File: src/rtl/dmem_port_arbiter.sv
// rtl/dmem_port_arbiter.sv - two-port data-memory arbiter with branch squash (option: DMEM_ARB_ROUND_ROBIN_EN)
module dmem_port_arbiter (
  input  logic        clk,
  input  logic        rst_n,
  input  logic        branch,
  input  logic        req0_valid,
  input  logic [31:0] req0_addr,
  input  logic [3:0]  req0_rmask,
  input  logic [3:0]  req0_wmask,
  input  logic [31:0] req0_wdata,
  output logic        req0_gnt,
  output logic        req0_resp,
  output logic [31:0] req0_rdata,
  input  logic        req1_valid,
  input  logic [31:0] req1_addr,
  input  logic [3:0]  req1_rmask,
  input  logic [3:0]  req1_wmask,
  input  logic [31:0] req1_wdata,
  output logic        req1_gnt,
  output logic        req1_resp,
  output logic [31:0] req1_rdata,
  output logic [31:0] dmem_addr,
  output logic [3:0]  dmem_rmask,
  output logic [3:0]  dmem_wmask,
  output logic [31:0] dmem_wdata,
  input  logic [31:0] dmem_rdata,
  input  logic        dmem_resp,
  output logic        arb_busy
);

  localparam logic [1:0] ST_IDLE  = 2'd0;
  localparam logic [1:0] ST_BUSY  = 2'd1;
  localparam logic [1:0] ST_DRAIN = 2'd2;

  logic [1:0]  state;
  logic        owner;      // port of the access in flight (or of the pending zero-mask resp)
  logic        zm_pend;    // zero-mask grant last cycle: respond now, block new grants
  logic        cand0;
  logic        cand1;
  logic        can_grant;
  logic        grant_any;
  logic        winner;
  logic [31:0] sel_addr;
  logic [3:0]  sel_rmask;
  logic [3:0]  sel_wmask;
  logic [31:0] sel_wdata;
  logic        sel_zero;
  logic        busy_resp0;
  logic        busy_resp1;

`ifdef DMEM_ARB_ROUND_ROBIN_EN
  logic        rr_ptr;     // port preferred on the next tie
`endif

  // Arbitration: speculative port 0 is masked during a flush; tie broken by RR or fixed priority
  always_comb begin
    cand0     = req0_valid & ~branch;
    cand1     = req1_valid;
    can_grant = rst_n & (state == ST_IDLE) & ~zm_pend;
    grant_any = can_grant & (cand0 | cand1);
`ifdef DMEM_ARB_ROUND_ROBIN_EN
    winner    = (cand0 & cand1) ? rr_ptr : cand1;
`else
    winner    = cand1;
`endif
    sel_addr  = winner ? req1_addr  : req0_addr;
    sel_rmask = winner ? req1_rmask : req0_rmask;
    sel_wmask = winner ? req1_wmask : req0_wmask;
    sel_wdata = winner ? req1_wdata : req0_wdata;
    sel_zero  = (sel_rmask == 4'h0) && (sel_wmask == 4'h0);
  end

  // Grant and response pulses; a flush suppresses any port-0 completion in the same cycle
  always_comb begin
    busy_resp0 = (state == ST_BUSY) & dmem_resp & ~owner & ~branch;
    busy_resp1 = (state == ST_BUSY) & dmem_resp & owner;
    req0_gnt   = grant_any & ~winner;
    req1_gnt   = grant_any & winner;
    req0_resp  = busy_resp0 | (zm_pend & ~owner & ~branch);
    req1_resp  = busy_resp1 | (zm_pend & owner);
    req0_rdata = busy_resp0 ? dmem_rdata : 32'h0;
    req1_rdata = busy_resp1 ? dmem_rdata : 32'h0;
    arb_busy   = (state != ST_IDLE);
  end

  // State machine and registered memory-side request
  always_ff @(posedge clk or negedge rst_n) begin
    if (!rst_n) begin
      state      <= ST_IDLE;
      owner      <= 1'b0;
      zm_pend    <= 1'b0;
      dmem_addr  <= 32'h0;
      dmem_rmask <= 4'h0;
      dmem_wmask <= 4'h0;
      dmem_wdata <= 32'h0;
`ifdef DMEM_ARB_ROUND_ROBIN_EN
      rr_ptr     <= 1'b0;
`endif
    end else begin
      zm_pend <= 1'b0;
      case (state)
        ST_IDLE: begin
          if (grant_any) begin
            owner <= winner;
`ifdef DMEM_ARB_ROUND_ROBIN_EN
            rr_ptr <= ~winner;
`endif
            if (sel_zero) begin
              zm_pend <= 1'b1;
            end else begin
              dmem_addr  <= sel_addr;
              dmem_rmask <= sel_rmask;
              dmem_wmask <= sel_wmask;
              dmem_wdata <= sel_wdata;
              state      <= ST_BUSY;
            end
          end
        end
        ST_BUSY: begin
          if (dmem_resp) begin
            dmem_addr  <= 32'h0;
            dmem_rmask <= 4'h0;
            dmem_wmask <= 4'h0;
            dmem_wdata <= 32'h0;
            state      <= ST_IDLE;
          end else if (branch && !owner) begin
            state <= ST_DRAIN;
          end
        end
        ST_DRAIN: begin
          if (dmem_resp) begin
            dmem_addr  <= 32'h0;
            dmem_rmask <= 4'h0;
            dmem_wmask <= 4'h0;
            dmem_wdata <= 32'h0;
            state      <= ST_IDLE;
          end
        end
        default: begin
          dmem_addr  <= 32'h0;
          dmem_rmask <= 4'h0;
          dmem_wmask <= 4'h0;
          dmem_wdata <= 32'h0;
          state      <= ST_IDLE;
        end
      endcase
    end
  end

endmodule

File: config.mk
export PLATFORM = sky130hd
export DESIGN_NAME = dmem_port_arbiter
export DESIGN_NICKNAME = d
export VERILOG_FILES = /design/src/rtl/dmem_port_arbiter.sv
export SDC_FILE = /design/constraint.sdc
export NUM_CORES = 1
export LEC_CHECK = 0
export CAP_MARGIN = 20
export CORE_AREA = 2 2 124 126
export CTS_CLUSTER_DIAMETER = 40
export DETAILED_ROUTE_END_ITERATION = 12
export DIE_AREA = 0 0 126 128
export GPL_TIMING_DRIVEN = 0
export PLACE_DENSITY = 0.81
export SYNTH_ARGS = -nofsm -noshare
export SYNTH_HDL_FRONTEND = slang
export SYNTH_SLANG_ARGS = --single-unit
export TNS_END_PERCENT = 20
File: constraint.sdc
create_clock -name clk -period 2.8 [get_ports clk]
set_input_delay 0.28 -clock clk [delete_from_list [all_inputs] [get_ports clk]]
set_output_delay 0.28 -clock clk [all_outputs]
set_load 0.01 [all_outputs]
==> flow_summary.json, run 1 <==
{
  "status": "finished clean",
  "syn2layout_area_growth_pct": 84.1,
  "dp_slack_ns": -0.0555,
  "ys.flop_type": "dfrtp_1",
  "dieWidth_um": 126,
  "start_util_pct": 31.2,
  "ant_nets": 0,
  "yosysTopAreaCell": "dfrtp_1",
  "cts_htree_levels": 3,
  "hpwl_um": 14600,
  "nFillCells": 1300,
  "drc": 0,
  "cts_made_buffers": 9,
  "hold_viol": 0,
  "diodes": 0,
  "clkLatencyLatePin_ns": 0.34,
  "root_buffer": "clkbuf_16",
  "grt_start_max_net_pins": 49,
  "fp-row-count": 45,
  "drv_cap": 0,
  "leakagePower_nw": 3.52,
  "power_density_nw_per_um2": 834,
  "viasPerCell": 5.07,
  "dr.pass1.iters": 5,
  "multiInputGateArea_um2": 2550,
  "period_share_pct": 95.8,
  "grt_pass1_wl_um": 28800,
  "critPathLaunchType": "flip-flop",
  "io_buffers": 321,
  "drive_above_1_share_pct": 4.34,
  "synth_edf_count": 0,
  "ff_latch_area_um2": 1900,
  "synthTopCellsByArea": "dfrtp_1 41%, mux2i_1 16%, o221ai_1 14%, nand2_1 12%, and2_1 8.6%",
  "crit_required_ns": 2.52,
  "die-area_um2": 16100,
  "place.gp.congestion": 0.836,
  "syn_area_per_cell_um2": 9.06,
  "min_period_ns": 2.68,
  "synth.top_cell.area_share_pct": 41.1,
  "synthArstFlopShare_pct": 100,
  "ioPinCount": 323,
  "worst_ep_arrival_time_ns": 2.40,
  "end_kind": "primary output",
  "maxSlewViolCount": 0,
  "clk_path_buf_depth": 2,
  "setup_slack_ns": 0.117,
  "hold_path_class": "in -> reg",
  "fmax_mhz": 373,
  "antenna_found_initial": 0,
  "max-vdd-ir-drop_mv": 0.485,
  "slew_headroom_pct": 39.1,
  "setup_viol": 0,
  "ys_types": 25,
  "clock_sinks": 76,
  "wirelength_um": 18700,
  "criticalPathCategory": "reg -> out",
  "groute.usage.overall_pct": 22.6,
  "first_global_vias": 5140,
  "power_w": 0.00711,
  "yosysWarnings": 0,
  "final_nets": 1034,
  "placed_cell_area_um2": 8110,
  "synth_seq_cells": 76,
  "tightest_slew_ns": 0.910,
  "clk_pin_slew_ns": 0.06,
  "crit_fanout": 10,
  "core_area_um2": 14900,
  "ys_seq_area_share_pct": 41.1,
  "synthesis.area_um2": 4630,
  "via_count": 5282,
  "fin_area_um2": 8530,
  "cts_tree": "yes",
  "overflow": 0,
  "synth_cells": 511,
  "wire_per_inst_um": 18.0,
  "die_h_um": 128,
  "synth_nets": 697,
  "drt-initial-drc-count": 275,
  "clock_skew_ns": 0.00732
}
-- state kept, by name, indices dropped and copies added (netlist names) --
| register | count |
|---|---|
| dmem_addr | 32 |
| dmem_wdata | 32 |
| dmem_rmask | 4 |
| dmem_wmask | 4 |
| state | 2 |
| owner | 1 |
| zm_pend | 1 |
-- area by class of cell --
class | count | area share [%]
Sequential cell | 76 | 22.3
Inverter | 5 | 0.220
Multi-Input combinational cell | 385 | 29.9
Clock inverter | 6 | 1.32
Buffer | 45 | 2.32
Tap cell | 188 | 2.76
Timing Repair Buffer | 326 | 38.5
Clock buffer | 10 | 2.69
-- layer usage --
| metal | global-route usage [%] | vias to the layer above | wire, um |
|---|---|---|---|
| li1 | - | 2507 | - |
| met1 | 26.9 | 2521 | 7330 |
| met2 | 41.2 | 230 | 9910 |
| met3 | 4.01 | 24 | 1070 |
| met4 | 7.69 | 0 | 412 |
| met5 | 0 | - | 0 |
-- synthesized netlist by cell type, drive strengths merged, types with 4 or more instances --
cell type  number
inv             5
o221ai         72
dfrtp          76
mux2i          73
nor4            4
nand2         150
and2           64
clkbuf         30
buf            15
ha              4
-- per-stage QoR --
| step | hold slack (ns) | std cells | util, % | setup TNS, ns |
|---|---|---|---|---|
| 2_1_floorplan | -0.0156 | 511 | - | 0 |
| 3_3_place_gp | 0.490 | 1020 | 54.4 | -287.56 |
| 3_5_place_dp | 0.252 | 1021 | 54.5 | -0.440 |
| 4_1_cts | 0.421 | 1039 | 57.1 | 0 |
| 5_1_grt | 0.467 | 1041 | 57.4 | -0.00480 |
| 6_report | 0.443 | 1041 | 57.4 | 0 |
-- cells in the final DEF (no fill, tap or decap), types with 2 or more instances in the layout --
cell type	n
nand2_1	150
and3_1	2
and2_1	64
nor2_1	2
nand2b_1	2
clkdlybuf4s50_1	320
mux2i_1	73
buf_1	6
o221ai_1	72
clkbuf_1	27
bufinv_16	3
clkbuf_2	3
clkbuf_16	9
buf_6	2
ha_1	3
a21oi_1	2
buf_4	3
inv_1	5
clkinv_4	2
dfrtp_1	76
nor4_1	4
buf_2	8
-- worst paths after layout --
kind | endpoint | slack [ns] | cells past startpoint | start
max in group asynchronous | dmem_wdata[29] | 2.08 | 3 | rst_n
max reg2reg | dmem_addr[0] | 0.48 | 7 | state[0]
min in group asynchronous | dmem_wdata[10] | 0.45 | 3 | rst_n
max | req0_rdata[1] | 0.12 | 8 | state[1]
min reg2reg | dmem_wmask[2] | 0.51 | 2 | dmem_wmask[2]
min | state[1] | 0.44 | 3 | dmem_resp
-- critical path: stages, from the launching register on --
cell	delay (ns)
dfrtp_1	0.38
inv_1	0.16
ha_4	0.19
nand2_1	0.09
nor3_4	0.27
buf_4	0.17
buf_6	0.11
and2_1	0.16
clkdlybuf4s50_1	0.54
-- timing repair --
action,in CTS,in global routing
pin swaps,0,1
hold buffers,2,0
resized for setup,5,8
setup buffers,0,2
cloned,0,0
hold endpoints to repair,29,0
setup endpoints to repair,32,56
-- where the power goes --
group	switching (W)	internal, W
logic	0.00173	0.00193
clock network	0.000479	0.000873
registers	0.000444	0.00165
-- kinds of logic (layout without fill, tap and decap cells) --
| family | count (synthesis) | after routing | share of synthesized area [%] |
|---|---|---|---|
| muxes | 74 | 74 | 16.1 |
| AOI/OAI and AO/OA | 78 | 78 | 14.6 |
| and+or+nand+nor | 229 | 229 | 22.7 |
| buffers and inverters | 50 | 392 | 4.43 |
| adders and majority gates | 4 | 4 | 1.08 |
| DFF | 76 | 76 | 41.1 |
Power figures use the tool's default switching activity.
==> inputs of run 2 (changes only) <==
ABC_CLOCK_PERIOD_IN_PS = 2800   (was not set)
GPL_TIMING_DRIVEN = not set   (was 0)
==> flow_summary.json, run 2 (synthesis gave the netlist of run 1 again) <==
{
  "status": "finished clean",
  "grt_start_max_net_pins": 73,
  "drive_above_1_share_pct": 4.29,
  "min_period_ns": 2.57,
  "via_count": 5086,
  "final_common_cell": "clkdlybuf4s50_1",
  "dieWidth_um": 126,
  "final_cell_mix": "320 x clkdlybuf4s50_1, 150 x nand2_1, 76 x dfrtp_1",
  "fmax_mhz": 388,
  "hold_path_class": "in -> reg",
  "dr.pass1.iters": 6,
  "reg_top3": "dmem_addr: 32 flops, dmem_wdata: 32 flops",
  "power.share.clock_pct": 16.9,
  "tightest_slew_ns": 0.787,
  "leakagePower_nw": 3.45,
  "max-vdd-ir-drop_mv": 0.437,
  "drv_cap": 0,
  "r2r_start": "state[0]",
  "crit_required_ns": 2.52,
  "clock_skew_ns": 0.00492,
  "viasPerCell": 5.07,
  "critPathLaunchType": "flip-flop",
  "diodes": 0,
  "fin_area_um2": 8350,
  "start_util_pct": 31.2,
  "root_buffer": "clkbuf_16",
  "core_area_um2": 14900,
  "power.internal_w": 0.00424,
  "antenna_found_initial": 0,
  "p_switching_w": 0.00259,
  "critPathLaunch": "state[1]",
  "hold_viol": 0,
  "wirelength_um": 18000,
  "wire_per_inst_um": 18.0,
  "fin_tns_setup_ns": 0,
  "nFillCells": 1321,
  "clk_pin_slew_ns": 0.06,
  "hpwl_um": 13700,
  "setup_viol": 0,
  "drc": 0,
  "p_sw_share_pct": 37.9,
  "die-area_um2": 16100,
  "dp.cells": 988,
  "first_global_vias": 4978,
  "grt_pass1_wl_um": 27600,
  "overflow": 0,
  "rsz0062_at_grt": "no",
  "power_density_nw_per_um2": 818,
  "clkLatencyLatePin_ns": 0.34,
  "clk_path_buf_depth": 2,
  "ant_nets": 0,
  "io_buffers": 322,
  "cts_htree_levels": 3,
  "period_share_pct": 92.0,
  "slew_headroom_pct": 47.5,
  "worst_ep_arrival_time_ns": 2.29,
  "clock_sinks": 76,
  "maxSlewViolCount": 0,
  "die_h_um": 128,
  "syn2layout_area_growth_pct": 80.3,
  "cts_tree": "yes",
  "crit_fanout": 32,
  "fp-row-count": 45,
  "stdcell_count": 1004,
  "place.gp.congestion": 0.867,
  "criticalPathCategory": "reg -> out",
  "placed_cell_area_um2": 8050,
  "end_kind": "primary output",
  "drt-initial-drc-count": 223,
  "share_comb_of_total_power_pct": 52.5,
  "final_nets": 998,
  "cts_made_buffers": 9,
  "seqPwrFrac_pct": 30.5,
  "min_from": "req1_valid",
  "ioPinCount": 323,
  "ff_latch_area_um2": 1900,
  "multiInputGateArea_um2": 2550,
  "groute.usage.overall_pct": 21.6
}
run 2: power by group through the flow:
stage	Sequential (W)	Combinational (W)	Clock, W
final	0.00208	0.00359	0.00116
after global routing	0.00217	0.00384	0.00124
after CTS	0.00208	0.00363	0.00119
after detailed placement	0.00208	0.00363	0
after global placement	0.00207	0.00357	0
after floorplan	0.00230	0.00133	0
run 2: layout make-up:
cell class | count | area share (%)
timing repair buffer | 335 | 40.2
inverter | 5 | 0.225
sequential | 76 | 22.8
tap | 188 | 2.82
clock inverter | 6 | 0.779
clock buffer | 9 | 2.70
multi-input combinational | 385 | 30.5
run 2: through the flow:
step	utilization (%)	hold WS [ns]	power, W	setup slack (ns)
floorplan	-	-0.0156	0.00362	0.779
global placement	54.2	0.333	0.00564	0.550
detailed placement	54.2	0.339	0.00572	0.503
CTS	56.2	0.381	0.00690	0.216
global route	56.2	0.403	0.00726	0.0540
finish	56.2	0.388	0.00683	0.225
run 2: final timing paths:
| check | to | slack (ns) | cells past startpoint |
|---|---|---|---|
| min in group asynchronous | state[1] | 0.54 | 3 |
| max in group asynchronous | dmem_wmask[1] | 1.24 | 4 |
| hold / removal | owner | 0.39 | 3 |
| hold reg to reg | dmem_wdata[10] | 0.51 | 2 |
| setup / recovery | req1_rdata[31] | 0.23 | 6 |
| setup reg to reg | dmem_addr[0] | 0.69 | 8 |
run 2: critical path, stage by stage, from the launching register on:
cell and delay, ns:
dfrtp_1 0.38, inv_1 0.12, ha_1 0.25, and3_1 0.18, buf_4 0.26, and2_1 0.19, clkdlybuf4s50_1 0.59
run 2: what timing repair did:
item	in CTS	in global routing
hold buffers	1	0
resized for setup	0	0
buffers inserted	0	0
setup endpoints to repair	0	0
endpoints found under the hold margin	24	0
run 2: layer usage:
metal  part of all wire (%)  global-route usage (%)  vias up
met4                    3.0                    7.69        0
met5                      0                       0        -
met3                    5.8                    5.43       31
met1                     38                    24.8     2438
li1                       -                       -     2422
met2                     53                    39.1      195
==> variant: new RTL, settings of run 1 <==
Add a define of `DMEM_ARB_ROUND_ROBIN_EN`.
--- a/src/rtl/dmem_port_arbiter.sv
+++ b/src/rtl/dmem_port_arbiter.sv
@@ -1,2 +1,4 @@
 // rtl/dmem_port_arbiter.sv - two-port data-memory arbiter with branch squash (option: DMEM_ARB_ROUND_ROBIN_EN)
+`define DMEM_ARB_ROUND_ROBIN_EN
+
 module dmem_port_arbiter (
Check against the original RTL: not equivalent (a bounded check fails within 4 cycles, from zero or initial values and one cycle with rst_n low).
==> variant against run 1 <==
  * Worst setup slack got worse by 0.037 ns
  * Final cell count rose by 16%
  * Synthesized cell count increased by 32%
  * Die area stayed put
  * Critical path depth is 2 lower
  * Routed wire length increased by 21%
  * Hold slack worse by 0.43 ns
  * Total power up 7.2%
  * Area after synthesis increased by 21%
  * Register-to-register slack worse by 0.24 ns
  * Via count is 25% higher
  * Cell area up 11%
  * Sequential cell count increased by 1
==> variant: results (changes against run 1) <==
[pwr]
intPower_mw = 4.43  ; -0.64%
power_leakage_nw = 3.79  ; +7.7%
ir_drop_v = 0.000415  ; -14%

[critical_path]
endpoint = req1_gnt
startpoint = branch
r2r_setup_slack_ns = 0.24  ; -0.24 ns
ff2ff_path_depth = 6  ; -1

[synthesis]
netlist_instances = 674  ; +32%
synth_commonest_cells = nand2_1, dfrtp_1, nor3_1
synth_compound_area_share_pct = 19.5  ; +4.9 points
ys_warn_count = 0  ; unchanged
synth_cell_types = 31  ; +24%
synth.area.mux_share_pct = 13.5  ; -2.6 points
synth_area_leaders = dfrtp_1, mux2i_1, a311o_1
syn_nets = 860  ; +23%
seq_area_frac_synth_pct = 34.5  ; -6.6 points
synth-adder-area-share_pct = 0.896  ; -0.18 points

[timing]
whs_ns = 0.00988  ; -0.433 ns
slew_headroom_pct = 43.4  ; +4.3 points
finClkSkew_ns = 0.00736  ; +0.0000414 ns
setup_ws_ns = 0.0797  ; -0.0373 ns

[detailed_routing]
vias = 6621  ; +25%
wl_per_cell_um = 18.8  ; +4.7%
vias_per_cell = 5.49  ; +8.2%
first_iter_violations = 485  ; +76%

[global_routing]
antenna_found_initial = 1  ; +1
grt_max_degree = 42  ; -14%
grt_pass1_vias = 6314  ; +23%
grt_usage_pct = 27.4  ; +4.8 points
grt_pass1_wl_um = 34800  ; +21%

[hold_path]
hold_class = in -> async

[place]
dpl.hpwl_um = 17200  ; +18%
place_ws_ns = -0.258  ; -0.202 ns
io_buffer_count = 322  ; +0.31%

[layout]
nets = 1198  ; +16%
fillers = 1270  ; -2.3%
drive_above_1_share_pct = 5.31  ; +0.97 points

[outcome]
status = finished clean

## variant: changes by cell type in the layout (fill, tap and decap cells not counted), sizes merged, moves of 3 or more
cell,before,now
a311o,0,64
a32oi,0,8
clkbuf,39,60
mux2,1,9
mux2i,73,65
nand2,150,139
nand3,0,16
nor2,2,5
nor3,2,67
o21ai,1,66
o221ai,72,0
## variant: area by class of cell
type	count	area, µm²	area share, %
buffer	66	312	3.30
clock inverter	4	47.5	0.503
tap	188	235	2.49
antenna	1	2.50	0.0265
clock buffer	12	246	2.61
timing repair buffer	327	3310	35.0
sequential	77	1930	20.4
inverter	3	11.3	0.119
multi-input combinational	528	3360	35.5
## variant: repair_timing
action | CTS | global route
endpoints found under the hold margin | 41 | 0
hold buffers | 4 | 0
pin swaps | 0 | 0
resized for setup | 4 | 10
endpoints found under the setup margin | 31 | 42
## variant: worst max-delay path, stage by stage
cell and delay [ns]:
clkdlybuf4s50_1 0.51, or3b_1 0.45, nand2_2 0.31, buf_4 0.29, nor2_2 0.09, clkdlybuf4s50_1 0.52
## variant: logic make-up (layout without fill, tap and decap cells)
kind of cell / after synthesis / in the layout
buffers and inverters: 69 / 412
and+or+nand+nor: 306 / 306
adders and majority gates: 4 / 4
other: 0 / 1
AOI/OAI and AO/OA: 144 / 144
muxes: 74 / 74
DFF: 77 / 77
## variant: power groups by stage
stage	logic, mW	registers [mW]	clock network (mW)
final	4.27	2.16	1.19
after floorplan	1.87	2.31	0
after CTS	4.27	2.14	1.20
after global routing	4.61	2.24	1.25
after detailed placement	4.23	2.15	0
after global placement	4.17	2.13	0
## variant: per-layer routing
| metal | routed length (µm) | track usage [%] |
|---|---|---|
| met1 | 8790 | 32.8 |
| met2 | 11700 | 47.8 |
| met3 | 1490 | 5.13 |
| met4 | 764 | 12.5 |
| met5 | 0 | 0 |
